[src/rtl/alu4bit_core.sv]
// 4-bit, 8-function ALU slice with registered result and carry.
// Optional ALU_ZERO_FLAG_EN adds a registered zero flag output.
package alu4bit_pkg;

  typedef enum logic [2:0] {
    OP_ADD = 3'b000,
    OP_SUB = 3'b001,
    OP_INC = 3'b010,
    OP_DEC = 3'b011,
    OP_AND = 3'b100,
    OP_OR  = 3'b101,
    OP_XOR = 3'b110,
    OP_NOT = 3'b111
  } op_t;

  typedef struct packed {
    logic add;
    logic sub;
    logic inc;
    logic dec;
    logic land;
    logic lor;
    logic lxor;
    logic lnot;
  } op_dec_t;

  typedef struct packed {
    logic       c;
    logic [3:0] r;
  } res_t;

endpackage

module alu4bit_core
  import alu4bit_pkg::*;
(
  input  logic       clk,
  input  logic       rst,
  input  logic [3:0] A,
  input  logic [3:0] B,
  input  logic       m,
  input  logic       s1,
  input  logic       s0,
  output logic       CiOut,
`ifdef ALU_ZERO_FLAG_EN
  output logic       zero,
`endif
  output logic       f3,
  output logic       f2,
  output logic       f1,
  output logic       f0
);

  op_t        op;
  op_dec_t    dec;
  logic [3:0] opb;
  logic       cin;
  logic [4:0] sum;
  logic [3:0] lres;
  res_t       res;
  res_t       q;

  assign op = op_t'({m, s1, s0});

  // One-hot decode of the 3-bit opcode
  always_comb begin
    dec = '0;
    unique case (op)
      OP_ADD:  dec.add  = 1'b1;
      OP_SUB:  dec.sub  = 1'b1;
      OP_INC:  dec.inc  = 1'b1;
      OP_DEC:  dec.dec  = 1'b1;
      OP_AND:  dec.land = 1'b1;
      OP_OR:   dec.lor  = 1'b1;
      OP_XOR:  dec.lxor = 1'b1;
      OP_NOT:  dec.lnot = 1'b1;
      default: dec      = '0;
    endcase
  end

  // Shared adder: pick second operand and carry-in per arithmetic op
  always_comb begin
    opb = 4'b0000;
    cin = 1'b0;
    unique case (1'b1)
      dec.add: begin
        opb = B;
        cin = 1'b0;
      end
      dec.sub: begin
        opb = ~B;
        cin = 1'b1;
      end
      dec.inc: begin
        opb = 4'b0000;
        cin = 1'b1;
      end
      dec.dec: begin
        opb = 4'b1111;
        cin = 1'b0;
      end
      default: begin
        opb = 4'b0000;
        cin = 1'b0;
      end
    endcase
  end

  assign sum = {1'b0, A} + {1'b0, opb} + {4'b0000, cin};

  // Bitwise logic unit
  always_comb begin
    lres = 4'b0000;
    unique case (1'b1)
      dec.land: lres = A & B;
      dec.lor:  lres = A | B;
      dec.lxor: lres = A ^ B;
      dec.lnot: lres = ~A;
      default:  lres = 4'b0000;
    endcase
  end

  // Mode select: logic ops never produce a carry
  always_comb begin
    res = '0;
    if (m) begin
      res.r = lres;
      res.c = 1'b0;
    end else begin
      res.r = sum[3:0];
      res.c = sum[4];
    end
  end

  // Output register, cleared asynchronously
  always_ff @(posedge clk or posedge rst) begin
    if (rst) begin
      q <= '0;
    end else begin
      q <= res;
    end
  end

  assign CiOut = q.c;
  assign f3    = q.r[3];
  assign f2    = q.r[2];
  assign f1    = q.r[1];
  assign f0    = q.r[0];

`ifdef ALU_ZERO_FLAG_EN
  logic zq;

  // Zero flag register; reset result is 0000 so flag resets high
  always_ff @(posedge clk or posedge rst) begin
    if (rst) begin
      zq <= 1'b1;
    end else begin
      zq <= (res.r == 4'b0000);
    end
  end

  assign zero = zq;
`endif

endmodule

[config.mk]
export PLATFORM = sky130hd
export DESIGN_NAME = alu4bit_core
export DESIGN_NICKNAME = d
export VERILOG_FILES = /design/src/rtl/alu4bit_core.sv
export SDC_FILE = /design/constraint.sdc
export NUM_CORES = 1
export LEC_CHECK = 0
export CORE_ASPECT_RATIO = 1.1
export CORE_MARGIN = 5
export CORE_UTILIZATION = 30
export CTS_BUF_LIST = sky130_fd_sc_hd__clkbuf_8 sky130_fd_sc_hd__clkbuf_16
export DETAILED_ROUTE_END_ITERATION = 16
export DONT_BUFFER_PORTS = 1
export HOLD_SLACK_MARGIN = 0.12
export PLACE_DENSITY = 0.48
export SLEW_MARGIN = 20
export SYNTH_ARGS = -nofsm -noshare
export SYNTH_HDL_FRONTEND = slang
export SYNTH_SLANG_ARGS = --single-unit
[constraint.sdc]
create_clock -name clk -period 1.2 [get_ports clk]
set_clock_uncertainty 0.15 [all_clocks]
set_input_delay 0.12 -clock clk [delete_from_list [all_inputs] [get_ports clk]]
set_output_delay 0.12 -clock clk [all_outputs]
set_load 0.03 [all_outputs]
Yosys cells after proc, flatten, opt, wreduce, memory -nomap -nowiden. Index checks and enable logic that the tools add are counted.

Logic and storage cells: 30. Output and inout bits: 5. Register bits after elaboration: 5.

Bitwise operators: 5. Multiplexer cells: 12. Add/subtract/negate cells: 2. Reductions and logical operators: 2. Equal/unequal tests: 7.

Operator list (count): case mux 4 bit (4 select lines) (1); equality test 3 bit (second input constant) (4); case mux 4 bit (3 select lines) (1); two-way mux 1 bit (9); NOT 4 bit (2); equality test 3 x 2 -> 1 bit (second input constant) (2); adder 4 x 4 -> 5 bit (1); adder 5 x 1 -> 5 bit (1); two-way mux 5 bit (1); AND 4 bit (1); OR 4 bit (1); bitwise XOR 4 bit (1); equality test 3 x 1 -> 1 bit (second input constant) (1); logical NOT 3 bit (1); OR reduction 2 bit (1).

Longest topological paths before layout.
Word-level depth: 6. Mapped depth: 9. Mapped depth without buffers: 9.

Worst setup path before layout. No wires, ideal clock.

Path kind: in2reg. Start: input port s0. End: register q (netlist bit f2). Data required time: 925 ps. Buffers on the path: 1. Setup slack: -909 ps. Library setup time: 125 ps. Stages on the path: 8. Arrival time: 1834 ps. Path through: buf_2 -> or3_1 -> a21oi_1 -> fa_1 -> inv_1 -> fa_1 -> xnor2_1 -> mux2_2.

RTL lines: start: declaration (line 43) `input logic s0,`; end signal: assignment (line 140) `q <= res;`; end: declaration (line 61) `res_t q;`.

==> run_results.csv <==
group,metric,value,unit
floorplanning,core_area,2040,um2
clock_network,clock-sinks,5,
pwr,p_leak,0.000378,uW
sta,hold_viol,5,
layout,layout_common_cells,"inv_1, ha_1, dfrtp_1",
layout,finish.utilization,0.417,
sta,hold_slack,-181,ps
worst_setup_path,max_stage_delay,380,ps
sta,tightest_slew,278,ps
global_route,grt-busiest-layer,"met2",
clock_network,numCtsBuffers,3,
layout,area_growth,30.0,%
sta,rsz0062_at_grt,"true",
synth,synth_top_area_frac,0.210,
worst_setup_path,cp_slowest_cell,"or3_4",
routing,firstDrtPassIters,2,
global_route,grt_max_degree,15,
global_route,grt_usage,0.0824,
layout,final_area,852,um2
layout,fin_nets,105,
routing,routedWlPerCell,11.3,um
global_route,gr-usage-met3,0.0176,
synth,yosysUniqueCellTypes,21,
layout,fin_cells,106,
synth,postSynthAreaPerCell,9.23,um2
sta,period_minus_slack,1690,ps
synth,yosys_warnings,0,
synth,syn_area,656,um2
sta,slew_headroom,0.815,
routing,drt_iter0_drc,5,
layout,drive_gt1_frac,0.385,
synth,synth_nets,97,
worst_setup_path,path_cells,"or3_4 > a21oi_4 > fa_2 > inv_2 > fa_2 > xnor2_1 > mux2_4",
worst_setup_path,path_max_fanout,12,
routing,antenna_left,0,
sta,drv_slew,0,
synth,synth_area_leaders,"ha_1, dfrtp_1, mux4_2",
status,status,"complete, but fails checks",
placed_design,gp_congestion,0.657,
worst_hold_path,hold_path.class,"input pin to register",
synth,ys_seq_area_frac,0.191,
worst_setup_path,critPathBufInv,1,
synth,ys_seq_elements,5,
synth,synthCells,71,
placed_design,dpl.cell_count,99,
worst_setup_path,crit_family,"adder cells",
worst_setup_path,crit_top_cell,"fa_2",
floorplanning,fp-row-count,17,
layout,layout_commonest_cell,"inv_1",
flow_run,drv_cap,0,
floorplanning,start_util,0.321,
worst_setup_path,critPathLaunchType,"input pin",
clock_network,cts_tree,"built",
sta,min_period_over_period,1.41,
routing,wl,1200,um
global_route,grt_pass1_vias,491,
pwr,power.density,914,nW/um2
floorplanning,die_w,54.6,um
pwr,p_total,779,uW
layout,antenna_cells,0,
sta,fmax,591,MHz
sta,setup_viol,5,
global_route,grt_pass1_wl,1970,um
worst_setup_path,worstSetupEndpointType,"register",
floorplanning,die_y,59.0,um
global_route,met1_usage,0.103,
clock_network,clockRootBuffer,"clkbuf_8",
floorplanning,die_area,3220,um2
pwr,vdd_ir_drop_max,477,uV
sta,setup_ws,-493,ps
routing,vias,488,
status,violations,"negative hold slack, negative setup slack",
synth,synth_area_leader_cell,"ha_1",
sta,fin_tns_setup,-1720,ps
global_route,grt_util_met2,0.135,
routing,remaining_drc_errors,0,
clock_network,cts.clk_slew.worst_paths,30,ps
clock_network,htreeDepth,1,
clock_network,clock_path_buffers,2,
placed_design,portBuffers,0,
routing,vias_per_cell,4.60,
placed_design,dpl_cell_area,708,um2
worst_setup_path,crit_type,"input pin to register",
placed_design,dp.final_hpwl,957,um
worst_setup_path,cp_data_arrival_time,1640,ps
clock_network,cts_hold_buffers,2,
global_route,antenna_found_initial,0,
global_route,grt_overflow,0,
worst_setup_path,critPathRequiredTime,1150,ps
floorplanning,io_pins,18,
## logic make-up (layout without fill, tap and decap cells)
| logic type | count (synthesis) | in the layout | synth area share |
|---|---|---|---|
| buffers and inverters | 19 | 26 | 0.113 |
| adders and majority gates | 13 | 13 | 0.271 |
| and+or+nand+nor | 13 | 13 | 0.107 |
| AOI/OAI and AO/OA | 12 | 12 | 0.107 |
| muxes | 6 | 6 | 0.172 |
| DFF | 5 | 5 | 0.191 |
| xor gates and xnor gates | 3 | 3 | 0.0401 |
## flip-flops by register name, indices dropped and copies added (netlist names)
signal,count
CiOut,1
f0,1
f1,1
f2,1
f3,1
## worst paths after layout
| check | startpoint | to | slack [ps] | cells past startpoint |
|---|---|---|---|---|
| worst max-delay path | s0 | f2 | -490 | 7 |
| worst min-delay path | m | CiOut | -180 | 1 |
| max in group asynchronous | rst | CiOut | 100 | 3 |
| min in group asynchronous | rst | f0 | 630 | 3 |
## timing repair
item,in CTS,in global routing
pin swaps,4,7
buffers inserted,0,1
endpoints found under the setup margin,5,5
hold endpoints to repair,10,5
resized for setup,1,14
## cell type report
class	instances	area, um2
clock buffer	3	41.3
clock inverter	1	3.75
fill	222	1190
inverter	16	60.1
multi-input combinational	47	537
sequential	5	125
tap	28	35.0
timing repair buffer	6	50.0
## where the power goes
part | switching (uW) | total, uW | internal (uW)
clock | 74.7 | 293 | 219
sequential | 62.0 | 257 | 195
combinational | 93.6 | 229 | 135
## routing by layer
metal | vias up | share of wire | wire length [um]
li1 | 249 | - | -
met1 | 229 | 0.46 | 547
met4 | 0 | 0 | 0
met3 | 0 | 0.047 | 56
met5 | - | 0 | 0
met2 | 10 | 0.50 | 598
## Yosys cell counts
master     n
a211oi_2   1
a21o_1     1
a21oi_1    6
and3_1     1
buf_2      2
clkbuf_1   1
dfrtp_1    5
fa_1       2
ha_1      11
inv_1     13
inv_2      3
mux2_2     2
mux4_2     4
nand2b_1   1
nand3_1    1
nor2_1     4
nor2b_1    2
o21ai_0    4
or2_1      1
or3_1      3
xnor2_1    3
## through the flow
step                      worst slack (ps)  hold slack, ps
after floorplan                       -779            -251
after global placement                -758            -236
after detailed placement              -775            -236
after CTS                             -509            -189
after global routing                  -551            -176
final                                 -493            -181
Note: power is estimated with default switching activity, not from simulation.
